`src/rtl/lives_tracker.sv`:
```
`default_nettype none
// ============================================================================
// Module   : lives_tracker
// Purpose  : Lives counter and play/respawn/game-over sequencer for the ball
//            engine; lives_out feeds the seven-segment displayNumber input.
// Revision : 1.0 - initial release
// ============================================================================
module lives_tracker #(
  parameter int INIT_LIVES     = 3,
  parameter int MAX_LIVES      = 3,
  parameter int RESPAWN_CYCLES = 50000000
) (
  input  logic       clk,
  input  logic       rst_n,
  input  logic       start,
  input  logic       ball_lost,
  input  logic       extra_life,
  output logic [3:0] lives_out,
  output logic       ball_enable,
  output logic       respawn,
  output logic       game_over
);

  localparam int               CNT_W      = $clog2(RESPAWN_CYCLES + 1);
  localparam logic [CNT_W-1:0] CNT_LOAD   = CNT_W'(RESPAWN_CYCLES - 1);
  localparam logic [3:0]       LIVES_INIT = 4'(INIT_LIVES);
  localparam logic [3:0]       LIVES_MAX  = 4'(MAX_LIVES);

  typedef enum logic [1:0] {
    S_IDLE    = 2'd0,
    S_PLAY    = 2'd1,
    S_RESPAWN = 2'd2,
    S_OVER    = 2'd3
  } state_e;

  state_e           state_q, state_d;
  logic [3:0]       lives_q, lives_d;
  logic [CNT_W-1:0] cnt_q, cnt_d;
  logic             ball_lost_q;
  logic             ball_enable_q, ball_enable_d;
  logic             respawn_q, respawn_d;
  logic             game_over_q, game_over_d;
  logic             lost_evt;

  // Only a fresh rising edge of the level counts as a loss.
  assign lost_evt = ball_lost & ~ball_lost_q;

  always_ff @(posedge clk or negedge rst_n) begin
    if (!rst_n) begin
      state_q       <= S_IDLE;
      lives_q       <= LIVES_INIT;
      cnt_q         <= '0;
      ball_lost_q   <= 1'b0;
      ball_enable_q <= 1'b0;
      respawn_q     <= 1'b0;
      game_over_q   <= 1'b0;
    end else begin
      state_q       <= state_d;
      lives_q       <= lives_d;
      cnt_q         <= cnt_d;
      ball_lost_q   <= ball_lost;
      ball_enable_q <= ball_enable_d;
      respawn_q     <= respawn_d;
      game_over_q   <= game_over_d;
    end
  end

  always_comb begin
    state_d   = state_q;
    lives_d   = lives_q;
    cnt_d     = cnt_q;
    respawn_d = 1'b0;

    if (start) begin
      state_d   = S_PLAY;
      lives_d   = LIVES_INIT;
      cnt_d     = '0;
      respawn_d = 1'b1;
    end else begin
      unique case (state_q)
        S_PLAY: begin
          if (lost_evt) begin
            if (lives_q > 4'd1) begin
              lives_d = lives_q - 4'd1;
              state_d = S_RESPAWN;
              cnt_d   = CNT_LOAD;
            end else begin
              lives_d = 4'd0;
              state_d = S_OVER;
            end
          end else if (extra_life && (lives_q < LIVES_MAX)) begin
            lives_d = lives_q + 4'd1;
          end
        end
        S_RESPAWN: begin
          // Counter reaching zero ends the delay; loss and bonus are ignored.
          if (cnt_q == '0) begin
            state_d   = S_PLAY;
            respawn_d = 1'b1;
          end else begin
            cnt_d = cnt_q - 1'b1;
          end
        end
        default: begin
        end
      endcase
    end

    ball_enable_d = (state_d == S_PLAY);
    game_over_d   = (state_d == S_OVER);
  end

  assign lives_out   = lives_q;
  assign ball_enable = ball_enable_q;
  assign respawn     = respawn_q;
  assign game_over   = game_over_q;

endmodule
`default_nettype wire

```
`config.mk`:
```
export PLATFORM = sky130hd
export DESIGN_NAME = lives_tracker
export DESIGN_NICKNAME = d
export VERILOG_FILES = /design/src/rtl/lives_tracker.sv
export SDC_FILE = /design/constraint.sdc
export NUM_CORES = 1
export LEC_CHECK = 0
export ABC_AREA = 1
export BUFFER_PORTS_ARGS = -buffer_cell sky130_fd_sc_hd__clkbuf_2
export CORE_MARGIN = 2
export CORE_UTILIZATION = 66
export DETAILED_ROUTE_END_ITERATION = 6
export GPL_TIMING_DRIVEN = 0
export HOLD_SLACK_MARGIN = 0.1
export PLACE_DENSITY_LB_ADDON = 0.15
export SLEW_MARGIN = 20
export SYNTH_ARGS = -nofsm -noshare
export SYNTH_HDL_FRONTEND = slang
export SYNTH_SLANG_ARGS = --single-unit
```
`constraint.sdc`:
```
create_clock -name clk -period 4.7 [get_ports clk]
set_input_delay 0.705 -clock clk [delete_from_list [all_inputs] [get_ports clk]]
set_output_delay 0.705 -clock clk [all_outputs]
set_load 0.05 [all_outputs]
```
==> flow_summary.ini <==
[pwr]
power.density_nw_per_um2 = 616
leakage_uw = 0.00136
p_total_uw = 1670
vdd_drop_max_uv = 352

[timing]
finalSetupViolations = 0
fin_crit_ns = 2.18
post-route-period-util = 0.463
finalSetupTns_ns = 0
fin_worst_skew_ns = 0.00744
finalHoldViolCount = 0
fmax_mhz = 459
slew_headroom = 0.395
setup_slack_ns = 2.52
tightest_slew_ns = 0.907
rsz0062_at_grt = no
whs_ns = 0.521
drv_slew = 0

[clock_tree]
cts_buffers = 5
cts_resized = 0
cts_tree = done
cts_sinks = 36
clock_latency_ns = 0.30
cts_hold_buf = 0
root_buffer = clkbuf_8
max-clock-path-buffers = 2
path_clk_slew_ns = 0.07
htreeDepth = 2
postCtsSetupRepairBufs = 0

[cells_and_area]
fin_nets = 380
area_growth_pct = 8.30
utilization = 0.740
n_antenna_cell = 0
drive_above_1_share = 0.143
fillers = 297

[drt]
wl_per_cell_um = 13.5
drc = 0
vias = 2300
ant_nets = 0
drt-pass1-iter-count = 5
via_per_inst = 5.50
drt_iter0_drc = 233
wirelength_mm = 5.66

[floorplan]
core_area_um2 = 3660
row_count = 22
die_w_um = 65.6
io_pins = 12
fp.dieH_um = 65.6
start_util = 0.684
dieArea_um2 = 4300

[flow_run]
cap_violations = 0

[worst_setup_path]
crit-reg2reg-launch = lives_out[0]
crit_path_end_kind = flip-flop
cp.arrival_ns = 2.42
r2r_end = cnt_q[6]
required_ns = 4.94
crit_type = reg -> reg
rrSetupSlack_ns = 2.52
start_kind = flip-flop
cp_max_fo = 10
r2r_cells = 12

[logic_synthesis]
synth_cell_types = 34
yosysWarnings = 0
syn-num-nets = 362
syn_inst = 351
synth_ff_type = dfrtp_1
ys_seq_elements = 36
synth_area_um2 = 2500
async_flop_share = 1.00
synth_edf_count = 0
synth_area_per_cell_um2 = 7.13
ys_seq_area_frac = 0.361

[placement]
io_buffers = 11
dp_slack_ns = 2.57
hpwl_mm = 4.24
gp_congestion = 0.900

[worst_hold_path]
hold_path_class = in -> async

[global_route]
grt_pass1_vias = 2219
globalRouteOverflowTotal = 0
grt_util_all_layers = 0.307
grt_max_degree = 37
antenna_found_initial = 0
grt_pass1_wl_mm = 10.0

[status]
status = complete, no violations
## critical path: stages, from the launching register on
cell     delay, ns
dfstp_2       0.59
inv_1         0.07
ha_1          0.23
o21ai_0       0.25
nand2_1       0.13
nand2_1       0.09
o21ai_0       0.08
inv_1         0.16
nand2_8       0.11
inv_6         0.11
buf_8         0.15
nand3_2       0.06
nand2_1       0.07
## per-layer routing
layer	up-vias	wire length [um]	track usage
met1	1070	2630	0.403
met5	-	0	0
met3	10	175	0.0445
met4	0	97	0.141
met2	40	2750	0.500
li1	1180	-	-
## layout make-up
class | instances | area (um^2) | area share
clock inverters | 2 | 10.0 | 0.00369
inverters | 30 | 118 | 0.0434
flip-flops and latches | 36 | 903 | 0.333
repair buffers | 11 | 55.1 | 0.0203
plain buffers | 10 | 67.6 | 0.0249
well taps | 48 | 60.1 | 0.0222
clock buffers | 6 | 82.6 | 0.0305
multi-input cells | 275 | 1410 | 0.522
## state kept, by name, summed over array words and instances (netlist names)
signal and flops:
cnt_q 26, lives_out 4, state_q 2, ball_enable 1, ball_lost_q 1, game_over 1, respawn 1
## worst max path at each step
| stage | startpoint | end | slack (ns) | cells past startpoint |
|---|---|---|---|---|
| 3_3_place_gp | ball_lost | cnt_q[6] | 2.61 | 12 |
| 4_1_cts | lives_out[0] | cnt_q[6] | 2.55 | 12 |
| 5_1_grt | lives_out[0] | cnt_q[11] | 2.36 | 9 |
| 2_1_floorplan | lives_out[0] | cnt_q[1] | 2.61 | 12 |
| 6_report | lives_out[0] | cnt_q[6] | 2.52 | 12 |
| 3_5_place_dp | ball_lost | cnt_q[6] | 2.57 | 12 |
## stage by stage
| step | instance area [um^2] | cells |
|---|---|---|
| 6_report | 2710 | 418 |
| 5_1_grt | 2710 | 418 |
| 4_1_cts | 2710 | 418 |
| 3_5_place_dp | 2620 | 410 |
| 3_3_place_gp | 2620 | 410 |
| 2_1_floorplan | 2500 | 351 |
## report_power, final
part	leakage [uW]	switching, uW	total [uW]	internal [uW]
logic	0.000838	629	943	314
registers	0.000466	92.3	488	396
clock network	0.0000510	120	237	117
## layout by cell type, fill, tap and decap left out, types with 2 or more instances in the layout
cell / n
nand2_1: 89
nand3_1: 57
nor2_1: 52
dfrtp_1: 34
inv_1: 28
o21ai_0: 15
clkbuf_2: 11
nand3_2: 10
a21oi_1: 9
nand4_1: 6
ha_1: 6
clkbuf_8: 6
xor2_1: 5
or2_2: 5
xnor2_1: 4
nor2_2: 3
buf_2: 3
clkbuf_1: 3
nand2_2: 2
nor3b_1: 2
buf_6: 2
clkinv_2: 2
dfstp_2: 2
## cell families after synthesis
family,count (synthesis),synth area share
and+or+nand+nor,232,0.444
buffers and inverters,40,0.0740
DFF,36,0.361
AOI/OAI and AO/OA,28,0.0595
xor gates and xnor gates,9,0.0315
adders and majority gates,6,0.0300
## synthesized netlist by cell type (2+ instances only)
| cell type | instances | share of area |
|---|---|---|
| nand4_1 | 6 | 0.015 |
| o21ai_0 | 15 | 0.030 |
| dfrtp_1 | 34 | 0.34 |
| nor2_2 | 3 | 0.0075 |
| nor2_1 | 52 | 0.078 |
| ha_1 | 6 | 0.030 |
| inv_1 | 28 | 0.042 |
| nand3_2 | 10 | 0.040 |
| clkbuf_1 | 3 | 0.0045 |
| dfstp_2 | 2 | 0.021 |
| buf_2 | 3 | 0.0060 |
| buf_6 | 2 | 0.0090 |
| nand3_1 | 57 | 0.11 |
| or2_2 | 5 | 0.013 |
| nand2_1 | 89 | 0.13 |
| xnor2_1 | 4 | 0.014 |
| nor3b_1 | 2 | 0.0060 |
| a21oi_1 | 9 | 0.018 |
| nand2_2 | 2 | 0.0050 |
| xor2_1 | 5 | 0.017 |
(Power assumes the default switching activity.)
